--- src/rtl/rr_arbiter8.sv ---
// rr_arbiter8: 8-way round-robin arbiter with a hold limit.
// The priority start point rotates past each owner on release.
module rr_arbiter8 #(
    parameter int MAX_HOLD = 16
) (
    input  logic       clk,
    input  logic       rst,
    input  logic       enable,
    input  logic [7:0] req,
    input  logic       done,
    output logic [7:0] grant,
    output logic [2:0] gnt_id,
    output logic       valid,
    output logic       timeout
);

    localparam int HW = (MAX_HOLD > 2) ? $clog2(MAX_HOLD) : 1;

    typedef enum logic {
        S_IDLE,
        S_GRANT
    } state_t;

    state_t        r_state;
    logic [2:0]    r_ptr;
    logic [HW-1:0] r_hcnt;
    logic [2:0]    r_owner;
    logic [7:0]    r_grant;
    logic          r_valid;
    logic          r_timeout;

    logic [2:0]    w_pick;
    logic          w_any;
    logic          w_limit;
    logic          w_drop;
    logic          w_release;

    // First set request searching upward from the pointer, wrapping 7 to 0
    always_comb begin
        logic [2:0] idx;
        w_pick = 3'd0;
        w_any  = 1'b0;
        idx    = 3'd0;
        for (int k = 7; k >= 0; k--) begin
            idx = r_ptr + 3'(k);
            if (req[idx]) begin
                w_pick = idx;
                w_any  = 1'b1;
            end
        end
    end

    // Release causes for the current owner
    always_comb begin
        w_limit   = (r_hcnt == HW'(MAX_HOLD - 1));
        w_drop    = ~req[r_owner];
        w_release = done | w_drop | ~enable | w_limit;
    end

    // Arbiter FSM with registered outputs
    always_ff @(posedge clk) begin
        if (rst) begin
            r_state   <= S_IDLE;
            r_ptr     <= 3'd0;
            r_hcnt    <= '0;
            r_owner   <= 3'd0;
            r_grant   <= 8'h00;
            r_valid   <= 1'b0;
            r_timeout <= 1'b0;
        end else begin
            r_timeout <= 1'b0;
            unique case (r_state)
                S_IDLE: begin
                    if (enable && w_any) begin
                        r_owner <= w_pick;
                        r_grant <= 8'h01 << w_pick;
                        r_valid <= 1'b1;
                        r_hcnt  <= '0;
                        r_state <= S_GRANT;
                    end
                end
                S_GRANT: begin
                    if (w_release) begin
                        r_state   <= S_IDLE;
                        r_grant   <= 8'h00;
                        r_valid   <= 1'b0;
                        r_ptr     <= r_owner + 3'd1;
                        r_timeout <= w_limit & ~done & ~w_drop & enable;
                    end else begin
                        r_hcnt <= r_hcnt + 1'b1;
                    end
                end
                default: r_state <= S_IDLE;
            endcase
        end
    end

    assign grant   = r_grant;
    assign gnt_id  = r_owner;
    assign valid   = r_valid;
    assign timeout = r_timeout;

endmodule

--- config.mk ---
export PLATFORM = sky130hd
export DESIGN_NAME = rr_arbiter8
export DESIGN_NICKNAME = d
export VERILOG_FILES = /design/src/rtl/rr_arbiter8.sv
export SDC_FILE = /design/constraint.sdc
export NUM_CORES = 1
export LEC_CHECK = 0
export CAP_MARGIN = 40
export CELL_PAD_IN_SITES_DETAIL_PLACEMENT = 1
export CELL_PAD_IN_SITES_GLOBAL_PLACEMENT = 1
export CORE_MARGIN = 3
export CORE_UTILIZATION = 42
export DETAILED_ROUTE_END_ITERATION = 10
export GPL_TIMING_DRIVEN = 0
export PLACE_DENSITY = 0.8
export RECOVER_POWER = 25
export SYNTH_ARGS = -nofsm -noshare
export SYNTH_HDL_FRONTEND = slang
export SYNTH_SLANG_ARGS = --single-unit
--- constraint.sdc ---
create_clock -name clk -period 3.9 [get_ports clk]
set_input_delay 0.585 -clock clk [delete_from_list [all_inputs] [get_ports clk]]
set_output_delay 0.585 -clock clk [all_outputs]
set_load 0.03 [all_outputs]
## Yosys cells after proc, flatten, opt, wreduce, memory -nomap -nowiden

Index checks and enable logic that the tools add are counted.

| cells by class | value |
|---|---|
| add/subtract/negate cells | 9 |
| $lt $le $gt $ge | 9 |
| eq/ne operators | 4 |
| shift-type cells | 1 |
| multiplexer cells | 46 |
| bitwise gates (word level) | 11 |
| reduce and logical (&&, ||, !) cells | 6 |

Operators by type and width:

| cell | count |
|---|---|
| $lt A3 B4 Y1 const B | 9 |
| $bmux W1 S3 | 9 |
| $mux W3 | 8 |
| $mux W1 | 21 |
| $mux W8 | 2 |
| $pmux W8 S2 | 1 |
| $add A3 B3 Y3 const B | 4 |
| $mux W4 | 2 |
| $pmux W4 S2 | 1 |
| $reduce_and A2 Y1 | 4 |
| $shl A1 B3 Y8 const A | 1 |
| $add A3 B1 Y3 const B | 2 |
| $add A3 B2 Y3 const B | 2 |
| $not A1 Y1 | 5 |
| $add A4 B1 Y4 const B | 1 |
| $eq A4 B4 Y1 const B | 1 |
| $ne A2 B2 Y1 const B | 2 |
| $pmux W1 S2 | 2 |
| $and A1 B1 Y1 | 3 |
| $or A1 B1 Y1 | 3 |
| $reduce_or A3 Y1 | 1 |
| $ne A2 B1 Y1 const B | 1 |
| $logic_and A1 B1 Y1 | 1 |

| word-level totals | value |
|---|---|
| register bits | 21 |
| output and inout port bits | 13 |
| word-level logic and storage cells | 93 |

## Depth between registers and ports, before layout

| depth | value |
|---|---|
| depth in word-level cells | 14 |
| gate-level depth with buffers | 14 |

## Least setup slack after synthesis

No wires, ideal clock.

| timing path | value |
|---|---|
| path kind | reg-to-reg |
| start | register r_ptr[0] |
| end | register r_grant[0] (netlist: grant[0]) |
| library setup time | 0.117 ns |
| arrival time | 3.218 ns |
| required time | 3.783 ns |
| slack | 0.564 ns |
| stages on the path, launching flop included | 15 |
| period minus slack after synthesis | 3.336 ns |
| cell sequence | dfxtp_1 -> buf_6 -> buf_6 -> clkbuf_1 -> inv_1 -> ha_1 -> clkbuf_1 -> buf_2 -> mux2i_1 -> o22ai_1 -> o32ai_1 -> o221ai_1 -> a22oi_1 -> inv_1 -> a32o_1 |

| between the ends | value |
|---|---|
| word-level cells in the longest chain between the ends | 14 |
| elaborated cells between the ends (all ways) | 45 |
| those cells by class | add/sub (7); eq/ne (1); shift (1); mux (34); reduce/logical (2) |

RTL lines:

| item | line | text |
|---|---|---|
| start, declared | 25 | `logic [2:0] r_ptr;` |
| start signal, assigned | 87 | `r_ptr <= r_owner + 3'd1;` |
| $add A3 B3 Y3 | 45 | `idx = r_ptr + 3'(k);` |
| $bmux W1 S3 | 46 | `if (req[idx]) begin` |
| $mux W1 (not written as such) | 46 |  |
| $mux W3 or $mux W1 (tied branches) (8 in a row) | 46 |  |
| $shl A1 B3 Y8 or $logic_and A1 B1 Y1 (tied branches) | 76, 74 |  |
| $mux W8 or $ne A2 B2 Y1 (tied branches) | - |  |
| $pmux W8 S2 or $reduce_and A2 Y1 (tied branches) | - |  |
| end signal, assigned | 76 | `r_grant <= 8'h01 << w_pick;` |
| end, declared | 28 | `logic [7:0] r_grant;` |

Several ways; a longest one is shown, not always the timed one. The select of a mux whose other input is x is not followed.
A chain may end at the register's enable or synchronous reset.

## Worst setup path in the final report

| timing path | value |
|---|---|
| start | register r_ptr[0] |
| end | register r_grant[4] (netlist: grant[4]) |

Same word-level chain as after synthesis.

==> results.json <==
{
  "outcome": "completed",
  "via_per_inst": 6.39,
  "synth_most_common_cell": "dfxtp_1",
  "fin_util": 0.534,
  "htreeDepth": 1,
  "hold-path-endpoint": "grant[7]",
  "cp-start-kind": "flop",
  "async_reset_ff_frac": 0,
  "regArea_um2": 420,
  "ys_top_cells_by_area": "dfxtp_1, mux2i_1, mux4_2",
  "core_area_mm2": 0.00406,
  "slew_violations": 0,
  "synth_nets": 206,
  "start_util": 0.440,
  "ys_types": 52,
  "finClkSkew_ns": 0.00229,
  "dr.first_iter.drc_count": 129,
  "fill_cells": 471,
  "die_w_um": 71.2,
  "powerDensity_mw_per_mm2": 313,
  "antenna_found_initial": 0,
  "max_freq_mhz": 272,
  "die_h_um": 71.2,
  "post-route-period-util": 0.943,
  "clk_path_buf_depth": 2,
  "drc": 0,
  "finalPower_mw": 0.678,
  "syn_area_mm2": 0.00179,
  "r2r_end": "grant[4]",
  "totalWireLength_mm": 5.49,
  "synth-main-ff-cell": "dfxtp_1",
  "clk_latency_ns": 0.26,
  "drv_cap": 0,
  "p_leak_nw": 0.776,
  "path_class": "reg2reg",
  "wl_per_cell_um": 20.3,
  "slowest_delay_ns": 0.42,
  "rsz0062_at_grt": "no",
  "cts.clk_slew.worst_paths_ns": 0.08,
  "hold_depth": 1,
  "num_vias": 1726,
  "drt_pre_antenna_iters": 4,
  "yosys.area.top_type": "dfxtp_1",
  "grt_pass1_vias": 1778,
  "grt_pass1_wl_mm": 8.88,
  "critical_path_buf_inv_count": 6,
  "period_minus_slack_ns": 3.68,
  "grt_max_degree": 12,
  "setup.worst_path.end_class": "flop",
  "cp_slowest_cell": "a221o_1",
  "ctsHoldBuffers": 0,
  "root_buffer": "clkbuf_8",
  "port-buffer-count": 24,
  "yosysWarnings": 0,
  "setup_viol": 0,
  "ff2ff_path_depth": 14,
  "busiest_layer": "met2",
  "synthToLayoutAreaGrowth_pct": 21.4,
  "tightestPinTransition_ns": 0.572,
  "syn_inst": 190,
  "gp_congestion": 0.847,
  "nets": 237,
  "placementRows": 23,
  "regToRegSetupSlack_ns": 0.22,
  "cts_buffers": 3,
  "num_antenna_cells": 0,
  "synthTopCellsByCount": "dfxtp_1, nor2_1, mux2i_1, a21oi_1, nand2_1",
  "grt.met2_usage": 0.371,
  "synth_top_area_frac": 0.235,
  "ir_worst_vdd_uv": 207,
  "use_met1": 0.289,
  "ys_ff_latch": 21,
  "overflow": 0,
  "cp.arrival_ns": 3.84,
  "r2r-start": "r_ptr[0]",
  "design.die.area_mm2": 0.00507,
  "slew_headroom": 0.619,
  "worstHoldStart": "grant[7]",
  "cts_tree": "done",
  "drive_above_1_share": 0.173,
  "hold_class": "reg2reg",
  "clock-sinks": 21,
  "seq_area_frac_synth": 0.235,
  "io_pins": 25,
  "path_cells": "buf_6 -> buf_6 -> clkbuf_2 -> inv_1 -> ha_1 -> clkbuf_2 -> buf_2 -> nor3_1 -> mux2i_1 -> nand4_1 -> nor3_1 -> o21ai_1 -> a221o_1 -> a32o_1",
  "hold_viol": 0,
  "antenna_left": 0,
  "synth-edff-count": 0,
  "avgSynthCellArea_um2": 9.40,
  "cp_max_fo": 10,
  "hpwlAfterDp_mm": 4.15,
  "multi_input_area_mm2": 0.00131,
  "path_delay_family": "buffers and inverters",
  "required_ns": 4.06,
  "globalRouteMet3Util": 0.0309,
  "grt_use_total": 0.218
}
==> layout make-up <==
class	instances	share of cell area
Multi-Input combinational cell	154	0.603
Sequential cell	21	0.194
Timing Repair Buffer	26	0.118
Buffer	11	0.0289
Tap cell	50	0.0289
Clock buffer	4	0.0208
Inverter	4	0.00692
==> timing repair <==
item / 4_1_cts / 5_1_grt
pin swaps: 0 / 1
setup endpoints to repair: 11 / 11
setup buffers: 0 / 2
resized for setup: 2 / 4
==> where the power goes <==
part | total (mW) | switching (mW) | internal [mW]
registers | 0.235 | 0.0106 | 0.225
logic | 0.297 | 0.169 | 0.128
clock network | 0.145 | 0.0724 | 0.0729
==> flip-flops by register name (all words and copies together) (netlist names) <==
register  flops
grant         8
r_hcnt        4
gnt_id        3
r_ptr         3
r_state       1
timeout       1
valid         1
==> metrics by stage <==
step	hold slack (ns)	setup slack (ns)	TNS [ns]	instance area, µm²	cells
floorplan	0.479	0.564	0	1790	190
global placement	0.456	-0.203	-0.806	2090	264
detailed placement	0.459	-0.426	-2.67	2090	264
CTS	0.478	0.0115	0	2140	268
global route	0.489	0.00187	0	2170	270
finish	0.468	0.221	0	2170	270
==> metal layers <==
layer | up-vias | part of all wire
met3 | 11 | 0.046
li1 | 798 | -
met2 | 52 | 0.50
met4 | 0 | 0.014
met5 | - | 0
met1 | 865 | 0.43
==> kinds of logic after synthesis <==
group,after synthesis,share of synthesized area
simple gates,64,0.198
compound gates,47,0.200
mux,32,0.263
flops,21,0.235
buf+inv,15,0.0420
xor+xnor,7,0.0343
fa+ha+maj,4,0.0280
==> worst register-to-register path, stage by stage (launching register included) <==
cell      delay, ns
dfxtp_1        0.37
buf_6          0.15
buf_6          0.14
clkbuf_2       0.27
inv_1          0.14
ha_1           0.34
clkbuf_2       0.25
buf_2          0.33
nor3_1         0.09
mux2i_1        0.14
nand4_1        0.21
nor3_1         0.27
o21ai_1        0.15
a221o_1        0.42
a32o_1         0.28
==> worst max path at each step <==
stage | startpoint | end | slack (ns) | cells after the start
4_1_cts | r_ptr[0] | grant[3] | 0.01 | 14
5_1_grt | r_ptr[0] | grant[6] | 0.002 | 13
3_5_place_dp | r_ptr[0] | grant[3] | -0.43 | 14
3_3_place_gp | r_ptr[0] | grant[0] | -0.20 | 14
2_1_floorplan | r_ptr[0] | grant[0] | 0.56 | 14
6_report | r_ptr[0] | grant[4] | 0.22 | 14
==> layout by cell type, fill, tap and decap left out, types with 3 or more instances in the layout <==
| cell | netlist | routed |
|---|---|---|
| a21oi_1 | 10 | 9 |
| a32o_1 | 8 | 8 |
| buf_2 | 3 | 3 |
| clkbuf_1 | 5 | 4 |
| clkbuf_8 | 0 | 3 |
| clkdlybuf4s50_1 | 0 | 16 |
| dfxtp_1 | 21 | 21 |
| dlygate4sd3_1 | 0 | 8 |
| ha_1 | 4 | 4 |
| inv_1 | 4 | 4 |
| mux2_2 | 4 | 4 |
| mux2i_1 | 16 | 16 |
| mux4_1 | 3 | 3 |
| mux4_2 | 7 | 7 |
| nand2_1 | 9 | 9 |
| nand2b_1 | 8 | 8 |
| nor2_1 | 19 | 19 |
| nor3_1 | 3 | 3 |
| nor3b_1 | 6 | 6 |
| o21ai_0 | 5 | 5 |
| o22ai_1 | 5 | 5 |
| xnor2_1 | 4 | 3 |
| xor2_1 | 3 | 3 |
Power figures use the tool's default switching activity.
